`config.mk`:
```
export PLATFORM = sky130hd
export DESIGN_NAME = cordic_vectoring
export DESIGN_NICKNAME = d
export VERILOG_FILES = /design/src/rtl/cordic_pkg.sv /design/src/rtl/cordic_vec_step.sv /design/src/rtl/cordic_vectoring.sv
export SDC_FILE = /design/constraint.sdc
export NUM_CORES = 1
export LEC_CHECK = 0
export CAP_MARGIN = 10
export CELL_PAD_IN_SITES_DETAIL_PLACEMENT = 0
export CELL_PAD_IN_SITES_GLOBAL_PLACEMENT = 1
export CORE_ASPECT_RATIO = 1.25
export CORE_MARGIN = 5
export CORE_UTILIZATION = 30
export DETAILED_ROUTE_END_ITERATION = 7
export MAX_ROUTING_LAYER = met4
export PLACE_DENSITY = 0.61
export SYNTH_ARGS = -nofsm -noshare
export SYNTH_HDL_FRONTEND = slang
export SYNTH_SLANG_ARGS = --single-unit
```
`constraint.sdc`:
```
create_clock -name i_clk -period 4.5 [get_ports i_clk]
set_clock_uncertainty 0.15 [all_clocks]
set_input_delay 0.9 -clock i_clk [delete_from_list [all_inputs] [get_ports i_clk]]
set_output_delay 0.9 -clock i_clk [all_outputs]
set_load 0.01 [all_outputs]
```
`src/rtl/cordic_pkg.sv`:
```
// Constants and types shared by the CORDIC units (vectoring and sin/cos).
// Angles are 8-bit with 256 = 90 deg; magnitudes carry the CORDIC gain.
package cordic_pkg;

    localparam int N_ITER = 8;
    localparam int IN_W   = 8;
    localparam int INT_W  = 11;
    localparam int Z_W    = 10;
    localparam int ANG_W  = 8;
    localparam int MAG_W  = 10;
    localparam int ITER_W = $clog2(N_ITER);

    // Index 0 is the LSB entry, so ATAN_TABLE[0] = 128 (45 deg).
    localparam logic [N_ITER-1:0][7:0] ATAN_TABLE =
        {8'd1, 8'd3, 8'd5, 8'd10, 8'd20, 8'd40, 8'd76, 8'd128};

    localparam int  GAIN_INV_Q8 = 155;
    localparam real CORDIC_GAIN = 1.6468;

    typedef enum logic [1:0] {
        IDLE,
        LOAD,
        RUN,
        DONE
    } cordic_state_t;

endpackage

```
`src/rtl/cordic_vec_step.sv`:
```
// One vectoring-mode micro-rotation: drives y toward zero, accumulating the angle in z.
module cordic_vec_step
    import cordic_pkg::*;
(
    input  logic signed [INT_W-1:0]  i_x,
    input  logic signed [INT_W-1:0]  i_y,
    input  logic signed [Z_W-1:0]    i_z,
    input  logic        [ITER_W-1:0] i_iter,
    output logic signed [INT_W-1:0]  o_x,
    output logic signed [INT_W-1:0]  o_y,
    output logic signed [Z_W-1:0]    o_z
);

    logic signed [INT_W-1:0] w_x_sh;
    logic signed [INT_W-1:0] w_y_sh;
    logic signed [Z_W-1:0]   w_atan;
    logic                    w_dir;

    assign w_x_sh = i_x >>> i_iter;
    assign w_y_sh = i_y >>> i_iter;
    assign w_atan = signed'({{(Z_W-8){1'b0}}, ATAN_TABLE[i_iter]});
    // y == 0 rotates clockwise, same as positive y.
    assign w_dir  = ~i_y[INT_W-1];

    assign o_x = w_dir ? (i_x + w_y_sh) : (i_x - w_y_sh);
    assign o_y = w_dir ? (i_y - w_x_sh) : (i_y + w_x_sh);
    assign o_z = w_dir ? (i_z + w_atan) : (i_z - w_atan);

endmodule

```
`src/rtl/cordic_vectoring.sv`:
```
// Iterative vectoring CORDIC: first-quadrant (X, Y) -> angle and gain-scaled magnitude.
// state | meaning
// IDLE  | waiting for i_start; operands captured on the accepting edge
// LOAD  | x/y/z/iteration registers initialised from captured operands
// RUN   | one micro-rotation per clock, N_ITER clocks
// DONE  | outputs updated, o_done pulses on the following cycle
module cordic_vectoring
    import cordic_pkg::*;
(
    input  logic             i_clk,
    input  logic             i_rst_n,
    input  logic             i_start,
    input  logic [IN_W-1:0]  i_x_in,
    input  logic [IN_W-1:0]  i_y_in,
    output logic [ANG_W-1:0] o_angle,
    output logic [MAG_W-1:0] o_mag,
    output logic             o_busy,
    output logic             o_done
);

    cordic_state_t           r_state;
    cordic_state_t           w_state_nxt;

    logic [IN_W-1:0]         r_x_cap;
    logic [IN_W-1:0]         r_y_cap;
    logic signed [INT_W-1:0] r_x;
    logic signed [INT_W-1:0] r_y;
    logic signed [Z_W-1:0]   r_z;
    logic [ITER_W-1:0]       r_iter;
    logic                    r_zero;
    logic [ANG_W-1:0]        r_angle;
    logic [MAG_W-1:0]        r_mag;
    logic                    r_done;

    logic signed [INT_W-1:0] w_x_nxt;
    logic signed [INT_W-1:0] w_y_nxt;
    logic signed [Z_W-1:0]   w_z_nxt;
    logic                    w_last_iter;
    logic [ANG_W-1:0]        w_angle;
    logic [MAG_W-1:0]        w_mag;

    cordic_vec_step u_step (
        .i_x    (r_x),
        .i_y    (r_y),
        .i_z    (r_z),
        .i_iter (r_iter),
        .o_x    (w_x_nxt),
        .o_y    (w_y_nxt),
        .o_z    (w_z_nxt)
    );

    assign w_last_iter = (r_iter == ITER_W'(N_ITER - 1));

    always_ff @(posedge i_clk or negedge i_rst_n) begin
        if (!i_rst_n) begin
            r_state <= IDLE;
        end else begin
            r_state <= w_state_nxt;
        end
    end

    always_comb begin
        w_state_nxt = r_state;
        unique case (r_state)
            IDLE:    if (i_start) w_state_nxt = LOAD;
            LOAD:    w_state_nxt = RUN;
            RUN:     if (w_last_iter) w_state_nxt = DONE;
            DONE:    w_state_nxt = IDLE;
            default: w_state_nxt = IDLE;
        endcase
    end

    // Saturate z into 0..255: negative clamps low, anything with bits above ANG_W clamps high.
    always_comb begin
        w_angle = r_z[ANG_W-1:0];
        w_mag   = r_x[MAG_W-1:0];
        if (r_zero || r_z[Z_W-1]) begin
            w_angle = '0;
        end else if (r_z[Z_W-2:ANG_W] != '0) begin
            w_angle = '1;
        end
        if (r_zero) begin
            w_mag = '0;
        end
    end

    always_ff @(posedge i_clk or negedge i_rst_n) begin
        if (!i_rst_n) begin
            r_x_cap <= '0;
            r_y_cap <= '0;
            r_x     <= '0;
            r_y     <= '0;
            r_z     <= '0;
            r_iter  <= '0;
            r_zero  <= 1'b0;
            r_angle <= '0;
            r_mag   <= '0;
            r_done  <= 1'b0;
        end else begin
            r_done <= 1'b0;
            unique case (r_state)
                IDLE: begin
                    if (i_start) begin
                        r_x_cap <= i_x_in;
                        r_y_cap <= i_y_in;
                    end
                end
                LOAD: begin
                    r_x    <= signed'({{(INT_W-IN_W){1'b0}}, r_x_cap});
                    r_y    <= signed'({{(INT_W-IN_W){1'b0}}, r_y_cap});
                    r_z    <= '0;
                    r_iter <= '0;
                    r_zero <= (r_x_cap == '0) && (r_y_cap == '0);
                end
                RUN: begin
                    r_x    <= w_x_nxt;
                    r_y    <= w_y_nxt;
                    r_z    <= w_z_nxt;
                    r_iter <= r_iter + 1'b1;
                end
                DONE: begin
                    r_angle <= w_angle;
                    r_mag   <= w_mag;
                    r_done  <= 1'b1;
                end
                default: ;
            endcase
        end
    end

    assign o_angle = r_angle;
    assign o_mag   = r_mag;
    assign o_done  = r_done;
    assign o_busy  = (r_state != IDLE);

endmodule

```
==> flow_metrics.tcl <==
set metrics [dict create \
    grt_usage_pct 15.3 \
    yosysTopAreaCell "dfrtp_1" \
    root_buffer "clkbuf_16" \
    final-hold-violation-count 0 \
    io_pins 39 \
    drt_pass1_iterations 5 \
    syn_nets 736 \
    core_um2 20000 \
    grt_pass1_vias 5106 \
    yosysSeqAreaShare_pct 30.1 \
    layout.nets 759 \
    setup_viol 0 \
    end_kind "flop" \
    min_period_over_period_pct 91.7 \
    numCtsBuffers 9 \
    crit_chain "buf_12 -> mux4_1 -> mux2i_1 -> and3_1 -> a21boi_2 -> a211o_1 -> a21oi_1 -> a31o_1 -> ha_1 -> a21oi_1 -> nand2_1 -> o21ai_0 -> o21ai_1 -> xor2_1 -> mux2i_1 -> o21ai_1" \
    crit_type "flop to flop" \
    h-tree-depth 3 \
    clkSinkCount 73 \
    tritoncts "built" \
    drive_gt1_share_pct 10.4 \
    finalWirelength_um 16700 \
    ctsLongestPathBuffers 2 \
    hp-class "flop to flop" \
    ys_types 72 \
    start_util_pct 30.3 \
    synth_area_leaders "dfrtp_1 30%, ha_1 9.9%, o21ai_0 5.2%" \
    overflow 0 \
    netlist.area_leader.share_pct 30.1 \
    ant_nets 0 \
    ys_seq_elements 73 \
    synthCells 666 \
    via_count 5049 \
    grt_max_degree 74 \
    critPathMaxStageDelay_ps 630 \
    worstMarginPinSlew_ps 1080 \
    cts_hold_buffers 0 \
    route.detailed.drc 0 \
    clkTransAtPathRegs_ps 60 \
    fin_crit_ps 4130 \
    dp_hpwl_um 12200 \
    die_x_um 137 \
    synth_area_um2 6060 \
    async_flop_share_pct 100 \
    grt_pass1_wl_um 27000 \
    design.die.area_um2 23200 \
    max_cap_violations 0 \
    slowest_stage "mux4_1" \
    gp_congestion 0.865 \
    hold_depth 1 \
    area_growth_syn_to_layout_pct 15.3 \
    wl_per_cell_um 17.4 \
    yosys_most_used_dff "dfrtp_1" \
    start_kind "flop" \
    outcome "complete, no violations" \
    max_freq_ghz 0.242 \
    diodes 0 \
    rows 58 \
    drt_iter0_drc 249 \
    io_buffers 38 \
    rsz0062_at_grt "no" \
    maxSlewViolCount 0 \
    clkLatencyLatePin_ps 350 \
    worstPathArrival_ps 4200 \
    antenna_found_initial 0 \
    max-slew-margin-rel_pct 28.0 \
    chipHeight_um 169 \
    yosys_warnings 0 \
    reg2reg_depth 16 \
    critPathMaxFanout 35 \
    syn_area_per_cell_um2 9.10 \
    vias_per_cell 5.24 \
    finalSetupTns_ps 0 \
    synth_edf_count 0 \
    cp_data_required_time_ps 4570 \
]
area by class of cell:
type / count / area, µm²
Clock buffer: 9 / 225
Clock inverter: 6 / 42.5
Fill cell: 2147 / 13000
Inverter: 45 / 169
Multi-Input combinational cell: 509 / 3890
Sequential cell: 73 / 1830
Tap cell: 270 / 338
Timing Repair Buffer: 51 / 500
layout by cell type, fill, tap and decap left out, types with 3 or more instances in the layout:
cell / count
a211o_1: 3
a211oi_1: 3
a21boi_0: 4
a21o_1: 10
a21oi_1: 45
a22o_1: 6
a31oi_1: 6
and2_1: 3
and3_1: 5
buf_4: 12
clkbuf_16: 9
clkdlybuf4s50_1: 37
dfrtp_1: 73
fa_1: 3
ha_1: 48
inv_1: 44
mux2_2: 18
mux2i_1: 21
mux4_1: 6
mux4_2: 10
nand2_1: 34
nand2b_1: 6
nand3_1: 6
nand3b_1: 11
nor2_1: 57
nor2b_1: 9
nor3_1: 13
nor4_1: 4
o211ai_1: 14
o21a_1: 11
o21ai_0: 61
o21ai_1: 5
o31ai_1: 4
or3_1: 9
or4_1: 3
xnor2_1: 19
xor2_1: 13
registers in the layout, indices dropped and copies added (netlist names):
register,cells
o_angle,8
r_z,10
r_iter,3
o_mag,10
r_x,11
r_zero,1
r_state,2
o_done,1
r_y,11
r_y_cap,8
r_x_cap,8
cells by family after synthesis:
logic type | synth area share [%]
mux | 13.3
flops | 30.1
fa+ha+maj | 10.9
simple gates | 14.2
compound gates | 20.9
xor+xnor | 4.62
buf+inv | 5.90
cell usage after synthesis (13+ instances only):
library cell,instances
xnor2_1,19
nand2_1,34
mux2_2,18
xor2_1,13
o21ai_0,63
o211ai_1,14
a21oi_1,45
ha_1,48
dfrtp_1,73
inv_1,44
nor2_1,57
nor3_1,13
mux2i_1,21
clkbuf_1,26
critical path: cells and delay by family (launching register included):
family,cells,cell delay (ps)
compound gates,8,1370
xor+xnor,1,180
fa+ha+maj,1,330
buf+inv,1,210
flops,1,370
mux,3,1070
simple gates,2,300
timing repair:
item / in CTS / in global routing
endpoints found under the setup margin: 0 / 3
gates resized for setup: 0 / 4
setup buffers: 0 / 0
per-layer routing:
layer  vias up  part of all wire (%)  GRT usage, %
met4         0                   2.5          5.47
met3        26                   2.4          2.20
met2        77                    52          26.5
met5         -                     0             -
met1      2485                    43          17.9
li1       2461                     -             -
path summary, 6_finish.rpt:
check / start / to / slack (ps)
setup / recovery: r_iter[0] / r_x[10] / 370
hold / removal: r_y_cap[0] / r_zero / 350
setup reg to reg: r_iter[0] / r_x[10] / 370
hold reg to reg: r_y_cap[0] / r_zero / 350
max in group asynchronous: i_rst_n / r_y[9] / 2990
min in group asynchronous: i_rst_n / o_angle[3] / 560
through the flow:
stage          utilization, %  cells  area, µm²  hold WS [ps]  worst slack (ps)
3_5_place_dp             33.5    948       6710           350               285
4_1_cts                  34.8    963       6980           360               277
6_report                 34.9    963       6990           349               373
3_3_place_gp             33.5    948       6710           323               350
5_1_grt                  34.9    963       6990           384              43.7
2_1_floorplan               -    666       6060           294               430
Power is not shown: default switching activity piles up to over one toggle a cycle in this logic, so the estimate is an artifact.
